===== src/rtl/parity_memory_writer_if.sv =====
// Write-bus / S-register / erasable-memory signal bundle for parity_memory_writer.
// master is the writer side; slave is the request source plus memory model side.
interface parity_memory_writer_if;
    logic        WRREQ;
    logic [15:0] WL_n;
    logic [11:0] S_ADDR;
    logic        TSUDO_n;
    logic [11:0] MEM_ADDR;
    logic [15:0] MEM_WDATA;
    logic        MEM_WE;
    logic        MEM_RE;
    logic [15:0] MEM_RDATA;
    logic        BUSY;
    logic        WRDONE;
    logic        PALARM;
    logic        PALCLR;

    modport master (
        input  WRREQ, WL_n, S_ADDR, TSUDO_n, MEM_RDATA, PALCLR,
        output MEM_ADDR, MEM_WDATA, MEM_WE, MEM_RE, BUSY, WRDONE, PALARM
    );

    modport slave (
        output WRREQ, WL_n, S_ADDR, TSUDO_n, MEM_RDATA, PALCLR,
        input  MEM_ADDR, MEM_WDATA, MEM_WE, MEM_RE, BUSY, WRDONE, PALARM
    );
endinterface


===== src/rtl/parity_memory_writer.sv =====
// Latches an active-low write-bus word and S-register address, inserts odd parity in bit 15 and
// strobes the erasable-memory model. Define PARITY_READBACK_EN to add readback and the parity alarm.
//
// state    | meaning
// ---------+----------------------------------------------------------
// ST_IDLE  | waiting for WRREQ; word/address/parity latched on accept
// ST_GEN   | one clock with address and parity-complete word valid
// ST_WRITE | MEM_WE held for WE_CYCLES clocks
// ST_READ  | MEM_RE held for RD_CYCLES clocks, data sampled on last
// ST_CHECK | readback parity/compare, may set PALARM
// ST_DONE  | WRDONE pulse
module parity_memory_writer #(
    parameter int WE_CYCLES = 3,
    parameter int RD_CYCLES = 2
) (
    input  logic                   SIM_CLK,
    input  logic                   SIM_RST,
    input  logic                   GOJAM,
    parity_memory_writer_if.master bus
);

    if (WE_CYCLES < 1 || WE_CYCLES > 15) begin : g_bad_we_cycles
        $fatal(1, "parity_memory_writer: WE_CYCLES must be 1..15");
    end
    if (RD_CYCLES < 1 || RD_CYCLES > 15) begin : g_bad_rd_cycles
        $fatal(1, "parity_memory_writer: RD_CYCLES must be 1..15");
    end

    localparam logic [3:0] WE_LOAD = 4'(WE_CYCLES - 1);

    typedef enum logic [2:0] {
        ST_IDLE,
        ST_GEN,
        ST_WRITE,
        ST_READ,
        ST_CHECK,
        ST_DONE
    } state_t;

    state_t      state_q, state_d;
    logic [3:0]  cnt_q, cnt_d;
    logic        latch_en;

    logic [11:0] addr_q;
    logic [13:0] data_q;
    logic        sign_q;
    logic        parity_q;

    logic [13:0] data_w;
    logic        sign_w;
    logic        parity_w;
    logic [15:0] wdata;

    // Write line 15 carries no data; the parity bit is generated here instead.
    logic        unused_wl_bit15;
    assign unused_wl_bit15 = bus.WL_n[14];

    assign data_w   = ~bus.WL_n[13:0];
    assign sign_w   = ~bus.WL_n[15];
    assign parity_w = ~(^{sign_w, data_w}) ^ ~bus.TSUDO_n;
    assign wdata    = {sign_q, parity_q, data_q};

`ifdef PARITY_READBACK_EN
    localparam logic [3:0] RD_LOAD = 4'(RD_CYCLES - 1);

    logic        sample_en;
    logic        check_en;
    logic        tsudo_q;
    logic [15:0] rdata_q;
    logic        palarm_q;
    logic        rd_match;
    logic        rd_odd;
    logic        alarm_set;
`endif

    always_ff @(posedge SIM_CLK) begin
        if (SIM_RST || GOJAM) begin
            state_q <= ST_IDLE;
            cnt_q   <= '0;
        end else begin
            state_q <= state_d;
            cnt_q   <= cnt_d;
        end
    end

    always_comb begin
        state_d  = state_q;
        cnt_d    = cnt_q;
        latch_en = 1'b0;
`ifdef PARITY_READBACK_EN
        sample_en = 1'b0;
        check_en  = 1'b0;
`endif
        case (state_q)
            ST_IDLE: begin
                if (bus.WRREQ) begin
                    latch_en = 1'b1;
                    state_d  = ST_GEN;
                end
            end
            ST_GEN: begin
                cnt_d   = WE_LOAD;
                state_d = ST_WRITE;
            end
            ST_WRITE: begin
                if (cnt_q == 4'd0) begin
`ifdef PARITY_READBACK_EN
                    cnt_d   = RD_LOAD;
                    state_d = ST_READ;
`else
                    state_d = ST_DONE;
`endif
                end else begin
                    cnt_d = cnt_q - 4'd1;
                end
            end
`ifdef PARITY_READBACK_EN
            ST_READ: begin
                if (cnt_q == 4'd0) begin
                    sample_en = 1'b1;
                    state_d   = ST_CHECK;
                end else begin
                    cnt_d = cnt_q - 4'd1;
                end
            end
            ST_CHECK: begin
                check_en = 1'b1;
                state_d  = ST_DONE;
            end
`endif
            ST_DONE: begin
                state_d = ST_IDLE;
            end
            default: begin
                state_d = ST_IDLE;
            end
        endcase
        // An abort discards everything in flight, including a pending alarm update.
        if (GOJAM) begin
            latch_en = 1'b0;
`ifdef PARITY_READBACK_EN
            sample_en = 1'b0;
            check_en  = 1'b0;
`endif
        end
    end

    always_ff @(posedge SIM_CLK) begin
        if (SIM_RST || GOJAM) begin
            addr_q   <= '0;
            data_q   <= '0;
            sign_q   <= 1'b0;
            parity_q <= 1'b0;
        end else if (latch_en) begin
            addr_q   <= bus.S_ADDR;
            data_q   <= data_w;
            sign_q   <= sign_w;
            parity_q <= parity_w;
        end
    end

`ifdef PARITY_READBACK_EN
    always_ff @(posedge SIM_CLK) begin
        if (SIM_RST || GOJAM) begin
            tsudo_q <= 1'b0;
            rdata_q <= '0;
        end else begin
            if (latch_en) begin
                tsudo_q <= ~bus.TSUDO_n;
            end
            if (sample_en) begin
                rdata_q <= bus.MEM_RDATA;
            end
        end
    end

    // A deliberate bad-parity write that reads back intact is the expected outcome, not a fault.
    assign rd_match  = (rdata_q == wdata);
    assign rd_odd    = ^rdata_q;
    assign alarm_set = check_en && (!rd_odd || !rd_match) && !(tsudo_q && rd_match);

    always_ff @(posedge SIM_CLK) begin
        if (SIM_RST) begin
            palarm_q <= 1'b0;
        end else if (alarm_set) begin
            palarm_q <= 1'b1;
        end else if (bus.PALCLR && !GOJAM) begin
            palarm_q <= 1'b0;
        end
    end

    assign bus.MEM_RE = (state_q == ST_READ);
    assign bus.PALARM = palarm_q;
`else
    logic unused_readback;
    assign unused_readback = ^{bus.MEM_RDATA, bus.PALCLR};

    assign bus.MEM_RE = 1'b0;
    assign bus.PALARM = 1'b0;
`endif

    assign bus.MEM_ADDR  = addr_q;
    assign bus.MEM_WDATA = wdata;
    assign bus.MEM_WE    = (state_q == ST_WRITE);
    assign bus.BUSY      = (state_q != ST_IDLE);
    assign bus.WRDONE    = (state_q == ST_DONE);

endmodule


===== src/flat_wrapper.sv =====
// flat-port wrapper written by rule: the top's interface ports become plain ports
module parity_memory_writer_flat 
#(
    parameter int WE_CYCLES = 3,
    parameter int RD_CYCLES = 2
)
  (SIM_CLK, SIM_RST, GOJAM, bus_WRREQ, bus_WL_n, bus_S_ADDR, bus_TSUDO_n, bus_MEM_RDATA, bus_PALCLR, bus_MEM_ADDR, bus_MEM_WDATA, bus_MEM_WE, bus_MEM_RE, bus_BUSY, bus_WRDONE, bus_PALARM);
  parity_memory_writer_if bus_i ();
  input  logic SIM_CLK;
  input  logic SIM_RST;
  input  logic GOJAM;
  input wire logic [$bits(bus_i.WRREQ)-1:0] bus_WRREQ;
  input wire logic [$bits(bus_i.WL_n)-1:0] bus_WL_n;
  input wire logic [$bits(bus_i.S_ADDR)-1:0] bus_S_ADDR;
  input wire logic [$bits(bus_i.TSUDO_n)-1:0] bus_TSUDO_n;
  input wire logic [$bits(bus_i.MEM_RDATA)-1:0] bus_MEM_RDATA;
  input wire logic [$bits(bus_i.PALCLR)-1:0] bus_PALCLR;
  output wire logic [$bits(bus_i.MEM_ADDR)-1:0] bus_MEM_ADDR;
  output wire logic [$bits(bus_i.MEM_WDATA)-1:0] bus_MEM_WDATA;
  output wire logic [$bits(bus_i.MEM_WE)-1:0] bus_MEM_WE;
  output wire logic [$bits(bus_i.MEM_RE)-1:0] bus_MEM_RE;
  output wire logic [$bits(bus_i.BUSY)-1:0] bus_BUSY;
  output wire logic [$bits(bus_i.WRDONE)-1:0] bus_WRDONE;
  output wire logic [$bits(bus_i.PALARM)-1:0] bus_PALARM;
  assign bus_i.WRREQ = bus_WRREQ;
  assign bus_i.WL_n = bus_WL_n;
  assign bus_i.S_ADDR = bus_S_ADDR;
  assign bus_i.TSUDO_n = bus_TSUDO_n;
  assign bus_i.MEM_RDATA = bus_MEM_RDATA;
  assign bus_i.PALCLR = bus_PALCLR;
  assign bus_MEM_ADDR = bus_i.MEM_ADDR;
  assign bus_MEM_WDATA = bus_i.MEM_WDATA;
  assign bus_MEM_WE = bus_i.MEM_WE;
  assign bus_MEM_RE = bus_i.MEM_RE;
  assign bus_BUSY = bus_i.BUSY;
  assign bus_WRDONE = bus_i.WRDONE;
  assign bus_PALARM = bus_i.PALARM;
  parity_memory_writer #(.WE_CYCLES(WE_CYCLES), .RD_CYCLES(RD_CYCLES)) u_core (.SIM_CLK(SIM_CLK), .SIM_RST(SIM_RST), .GOJAM(GOJAM), .bus(bus_i));
endmodule

===== config.mk =====
export PLATFORM = sky130hd
export DESIGN_NAME = parity_memory_writer_flat
export DESIGN_NICKNAME = d
export VERILOG_FILES = /design/src/rtl/parity_memory_writer_if.sv /design/src/rtl/parity_memory_writer.sv /design/src/flat_wrapper.sv
export SDC_FILE = /design/constraint.sdc
export NUM_CORES = 1
export LEC_CHECK = 0
export BUFFER_PORTS_ARGS = -buffer_cell sky130_fd_sc_hd__buf_4
export CAP_MARGIN = 20
export CELL_PAD_IN_SITES_DETAIL_PLACEMENT = 0
export CELL_PAD_IN_SITES_GLOBAL_PLACEMENT = 1
export CORE_UTILIZATION = 33
export DETAILED_ROUTE_END_ITERATION = 6
export PLACE_DENSITY = 0.94
export SYNTH_ARGS = -nofsm -noshare
export SYNTH_HDL_FRONTEND = slang
export SYNTH_SLANG_ARGS = --single-unit

===== constraint.sdc =====
create_clock -name SIM_CLK -period 2.3 [get_ports SIM_CLK]
set_input_delay 0.115 -clock SIM_CLK [delete_from_list [all_inputs] [get_ports SIM_CLK]]
set_output_delay 0.115 -clock SIM_CLK [all_outputs]
set_load 0.01 [all_outputs]

# After elaboration in Yosys (flattened, before gate mapping)
# Index checks and enable logic that the tools add are counted.
[classes]
n_addsub = 1
n_eq_ne = 6
mux = 8
bitwise_logic = 5
reduce_logical = 8
[op_table]
columns = ["op", "count"]
rows = [
  ["$reduce_xor 15->1", 1],
  ["$not 14->14", 1],
  ["$pmux 3 s3", 1],
  ["$pmux 4 s2", 1],
  ["$mux 3", 2],
  ["$logic_not 4->1", 1],
  ["$mux 4", 1],
  ["$ne 2x2->1 const B", 2],
  ["$reduce_and 2->1", 2],
  ["$sub 4x1->4 const B", 1],
  ["$eq 3x1->1 const B", 1],
  ["$eq 3x2->1 const B", 1],
  ["$eq 3x3->1 const B", 1],
  ["$logic_not 3->1", 1],
  ["$mux 1", 3],
  ["$not 1->1", 3],
  ["$reduce_bool 3->1", 1],
  ["$ne 2x1->1 const B", 1],
  ["$reduce_bool 2->1", 1],
  ["$logic_or 1x1->1", 1],
  ["$xor 1x1->1", 1],
]
[word_totals]
ff_bits = 35
input_bits = 50
out_inout_bits = 33
elab_cells = 34

# Longest topological paths before layout
# Gate-level depths: netlist of the first run.
[depth]
ltp_word = 4
mapped_depth = 7
mapped_depth_nobuf = 7

# Worst setup path after synthesis of the first run
# OpenSTA, ideal clock, no wires.
[synth_path]
path_type = "register -> register"
start = "register u_core.cnt_q[0]"
end = "register u_core.cnt_q[0]"
setup_time_ps = 126
arrival_time_ps = 1285
path_slack_ps = 889
path_stages_with_launch = 8
n_path_buf = 0
period_less_slack_ps = 1411
cell_sequence = "dfxtp_1 > inv_1 > ha_1 > nor3b_1 > o21ai_1 > nor2b_1 > xnor2_1 > nor2_1"
[synth_via]
elab_chain_cells = 3
[synth_lines]
columns = ["item", "line", "text"]
rows = [
  ["start, declared", "parity_memory_writer.sv:41", "logic [3:0] cnt_q, cnt_d;"],
  ["start signal, assigned", "parity_memory_writer.sv:82", "cnt_q <= cnt_d;"],
  ["$sub 4x1->4 / $logic_not 4->1 (equally long branches)", "parity_memory_writer.sv:114, parity_memory_writer.sv:106", ""],
  ["$mux 4 / $ne 2x2->1 (equally long branches)", "--", ""],
  ["$pmux 4 s2 / $reduce_and 2->1 (equally long branches)", "--", ""],
]
# Parallel ways exist; a longest one is shown, timed or not. The select of a mux whose other input is x is not followed.
# A chain may end at the register's enable or synchronous reset.

# Worst setup path in the final report of the first run
# Same ends and word-level chain as after synthesis.

==> results of run 1 <==
==> flip-flops by register name, summed over array words and instances (netlist names) <==
| register | flops |
|---|---|
| u_core.data_q | 14 |
| u_core.bus.MEM_ADDR | 12 |
| u_core.parity_q | 1 |
| u_core.state_q | 3 |
| u_core.cnt_q | 4 |
| u_core.sign_q | 1 |
==> layer usage <==
metal	GRT usage, %	vias up	part of all wire [%]
met2	22.5	47	47
met3	6.83	4	9.0
li1	-	674	-
met1	16.1	588	44
met4	4.76	0	0.87
met5	0	-	0
==> area by class of cell <==
class / count / area (sq um)
clock buffers: 6 / 82.6
clock inverters: 1 / 5.00
fillers: 451 / 2300
inverters: 5 / 18.8
multi-input cells: 119 / 691
flip-flops and latches: 35 / 701
well taps: 52 / 65.1
repair buffers: 64 / 493
==> layout by cell type, fill, tap and decap left out, types with 2 or more instances in the layout <==
cell type  count
buf_4         63
dfxtp_1       35
nand2_1       28
nor2_1        21
xnor2_1       15
a211oi_1      14
a21oi_1       13
clkbuf_8       6
inv_1          5
nand2b_1       3
xor2_1         3
o21ai_0        2
and2_1         2
ha_1           2
conb_1         2
==> critical path, delay by kind of cell, from the launching register on <==
kind / cells / cell delay [ps]
buf+inv: 1 / 90
fa+ha+maj: 1 / 150
simple gates: 3 / 660
xor+xnor: 1 / 140
flops: 1 / 330
compound gates: 1 / 200
==> stage by stage <==
step                setup slack, ps  utilization, %  instance area [sq um]  total power (uW)  hold slack [ps]
floorplan                       889               -                   1510               815              207
global placement                675            45.2                   1970               904              311
detailed placement              635            45.2                   1970               908              316
CTS                             621            47.2                   2060              1360             11.9
global route                    453            47.2                   2060              1420             9.84
finish                          611            47.2                   2060              1330             17.9
==> worst min path at each step <==
| stage | start | to | slack [ps] | depth (start not counted) |
|---|---|---|---|---|
| floorplan | bus_WL_n[15] | u_core.sign_q | 210 | 1 |
| global placement | bus_WL_n[2] | u_core.data_q[2] | 310 | 2 |
| detailed placement | bus_WL_n[4] | u_core.data_q[4] | 320 | 2 |
| CTS | bus_WL_n[6] | u_core.data_q[6] | 10 | 2 |
| global route | bus_WL_n[3] | u_core.data_q[3] | 10 | 2 |
| finish | bus_WL_n[6] | u_core.data_q[6] | 20 | 2 |
==> cells by family after synthesis <==
kind of cell	synth area share (%)
AND/OR/NAND/NOR	18.3
flip-flops	46.6
AO/OA/AOI/OAI	15.0
buffers and inverters	7.81
XOR/XNOR	10.5
adder cells (fa/ha/maj)	1.66
other	0.249
==> report_power, final <==
part | total, uW | leakage [uW] | switching [uW] | internal (uW)
registers | 644 | 0.000285 | 13.8 | 631
clock network | 444 | 0.0000470 | 209 | 235
logic | 247 | 0.000548 | 119 | 127
==> results.cfg, run 1 <==
[synthesis]
synth-seq-area-share_pct = 46.6
syn_inst = 172
async_flop_share_pct = 0
ys_warn_count = 0
ys_seq_elements = 35
synth.cell_area_sq_um = 1510
yosysUniqueCellTypes = 31
synth_most_common_cell = dfxtp_1
synth_top_area_share_pct = 46.6
synth_largest_area_cell = dfxtp_1
ys.flop_type = dfxtp_1
ys_top_cells_by_count = dfxtp_1 (35), nand2_1 (28), nor2_1 (21), xnor2_1 (15), a211oi_1 (14)
synth_edf_count = 0
avgSynthCellArea_sq_um = 8.75
synthTopCellsByArea = dfxtp_1 (47%), xnor2_1 (8.7%), a211oi_1 (7.0%)

[sta]
hold_viol_final = 0
finalSetupViolCount = 0
drv_slew = 0
fin_setup_tns_ps = 0
fmax_mhz = 592
fin_crit_sh_pct = 73.5
slew_headroom_pct = 63.9
fin_skew_ps = 3.65
rsz0062_at_grt = false
worst_pin_slew_ps = 540
fin_crit_ps = 1690

[clock_network]
clockRootBuffer = clkbuf_8
cts_tree = yes
cts_setup_buffers = 0
clock_latency_ps = 280
clk_pin_slew_ps = 70
numCtsBuffers = 5
ctsResizeCount = 0
holdBufCountCts = 0
cts_buffer_depth = 2
htree_num_levels = 2
cts_sinks = 35

[critical_path]
worst_path_largest_cell_delay_ps = 420
setup.worst_path.start = u_core.cnt_q[0]
cp-end-kind = flop
reg2regPathDepth = 7
timing.rr.end = u_core.cnt_q[0]
required_ps = 2460
r2r_slack_ps = 610
arrival_ps = 1850
r2r_start = u_core.cnt_q[0]
crit_fanout = 4
startpoint_type = flop
slowest_stage = nor3b_1
crit_end = u_core.cnt_q[0]
cp_cell_sequence = inv_1 -> ha_1 -> nor3b_1 -> o21ai_1 -> nor2b_1 -> xnor2_1 -> nor2_1
crit_type = reg2reg

[die]
fp.dieArea_sq_um = 4840
initial_core_util_pct = 34.6
dieHeight_um = 69.5
num_rows = 24
core_area_sq_um = 4350
die_w_um = 69.5
io_pins = 83

[run_status]
outcome = completed

[global_routing]
grt_overflow = 0
grt_first_pass_wirelength_um = 5330
grtUsageTotal_pct = 14.0
grt_max_degree = 37
antenna_found_initial = 0
grt_pass1_vias = 1229

[placed_design]
dp.cells = 275
hpwl_um = 2320
portBuffers = 62
routabilityCongestion = 0.690

[job]
drv_cap = 0

[power_and_ir_drop]
leakage_uw = 0.000880
p_per_area_nw_per_um2 = 649
ir_drop_mv = 0.334

[cells_and_area]
insertedDiodeCount = 0
nets = 282
syn_to_final_growth_pct = 36.6
drive_gt1_share_pct = 32.2
final_cells = 282

[detailed_routing]
vias = 1313
postRouteAntennaNets = 0
drt-initial-drc-count = 38
wl_um = 3210
drt-pass1-iter-count = 2
vias_per_cell = 4.66
post-route-drc-count = 0
avgRoutedWirePerCell_um = 11.4

[hold_path]
hp-class = in2reg
No activity file was read; power rests on OpenSTA's default activity.
==> run 2: changes to the inputs <==
Settings changed: CORE_UTILIZATION 33 to 27, PLACE_DENSITY 0.94 to 0.84.
Clock period 2.3 ns to 1.5 ns, I/O delays scaled along.
==> results.cfg, run 2 (synthesis results as in run 1) <==
[detailed_routing]
post-route-drc-count = 0
drt-initial-drc-count = 65
wl_um = 3680
avgRoutedWirePerCell_um = 11.3
postRouteAntennaNets = 0
vias_per_cell = 4.37
vias = 1420
drt-pass1-iter-count = 2

[clock_network]
clockRootBuffer = clkbuf_8
cts_sinks = 35
htree_num_levels = 2
clk_pin_slew_ps = 80
clock_latency_ps = 290
cts_tree = yes
numCtsBuffers = 5
cts_buffer_depth = 2

[cells_and_area]
nFillCells = 536
nets = 306
largest_reg_flops = 14
drive_gt1_share_pct = 35.3
register_area_sq_um = 703
final_cell_mix = buf_4 (72), dfxtp_1 (33), nand2_1 (28)
insertedDiodeCount = 0
mostFrequentLayoutCell = buf_4
max_flop_register = u_core.data_q
utilization_pct = 44.2
syn_to_final_growth_pct = 53.9
multi_input_area_sq_um = 712

[sta]
drv_slew = 0
fin_crit_sh_pct = 92.3
holdWs_ps = 25.0
finalSetupViolCount = 0
fin_skew_ps = 9.23
fin_crit_ps = 1380
fin_setup_tns_ps = 0
hold_viol_final = 0
fmax_mhz = 722
rsz0062_at_grt = false

[global_routing]
grt_first_pass_wirelength_um = 6280
grt_pass1_vias = 1415
grtUsageTotal_pct = 13.5
antenna_found_initial = 0
grt_max_degree = 37
grt_overflow = 0

[placed_design]
portBuffers = 62
routabilityCongestion = 0.687
hpwl_um = 2450

[power_and_ir_drop]
p_total_uw = 2100
leakage_uw = 0.000990
p_per_area_nw_per_um2 = 907
ir_drop_mv = 0.512

[critical_path]
required_ps = 1700
r2r_start = u_core.cnt_q[1]
arrival_ps = 1580
slowest_stage = dfxtp_2
startpoint_type = flop
setup.worst_path.start = u_core.cnt_q[1]
crit_type = reg2reg
crit_fanout = 3
cp_cell_sequence = inv_2 -> ha_1 -> nor3b_4 -> buf_4 -> o21ai_1 -> nand2b_1 -> a221oi_2
worst_path_largest_cell_delay_ps = 350
cp-end-kind = flop

[die]
num_rows = 26
die_w_um = 76.7
initial_core_util_pct = 28.7
fp.dieArea_sq_um = 5880
io_pins = 83
core_area_sq_um = 5240
dieHeight_um = 76.7

[hold_path]
hp-class = in2reg
hold_start = bus_S_ADDR[0]

[job]
drv_cap = 0

[run_status]
outcome = completed
-- run 2: cell type report --
class / count / share of cell area [%]
sequential: 35 / 30.3
inverter: 5 / 0.810
clock inverter: 2 / 0.540
clock buffer: 6 / 3.13
tap: 70 / 3.78
timing repair buffer: 88 / 30.7
multi-input combinational: 119 / 30.7
-- run 2: power by group --
group | internal, uW | switching, uW
Sequential | 967 | 21.2
Combinational | 238 | 201
Clock | 324 | 350
Total | 1530 | 572
-- run 2: critical path, delay by kind of cell, from the launching register on --
| family | cells | cell delay (ps) |
|---|---|---|
| flip-flops | 1 | 350 |
| AND/OR/NAND/NOR | 2 | 230 |
| AO/OA/AOI/OAI | 2 | 360 |
| adder cells (fa/ha/maj) | 1 | 170 |
| buffers and inverters | 2 | 180 |
-- run 2: worst paths after layout --
kind | slack (ps) | depth (start not counted) | endpoint
setup / recovery | 120 | 7 | u_core.cnt_q[1]
hold / removal | 20 | 3 | u_core.bus.MEM_ADDR[0]
setup reg to reg | 120 | 7 | u_core.cnt_q[1]
hold reg to reg | 460 | 2 | u_core.bus.MEM_ADDR[10]
-- run 2: metal layers --
layer | vias to the layer above | global-route usage, % | share of wire (%)
li1 | 720 | - | -
met1 | 649 | 15.8 | 43
met2 | 45 | 23.0 | 49
met3 | 6 | 3.45 | 6.1
met4 | 0 | 6.35 | 1.2
met5 | - | 0 | 0
-- run 2: repair_timing --
action,CTS,global route
endpoints found under the hold margin,15,0
setup endpoints to repair,0,5
hold buffers,15,0
gates resized for setup,0,9
buffers inserted,0,1
-- run 2: per-stage QoR --
step / setup WS, ps / cell area (sq um) / instances
3_5_place_dp: 25.0 / 2050 / 301
3_3_place_gp: 48.7 / 2050 / 301
2_1_floorplan: 88.7 / 1510 / 173
6_report: 116 / 2320 / 325
5_1_grt: 7.14 / 2320 / 325
4_1_cts: 14.0 / 2290 / 324
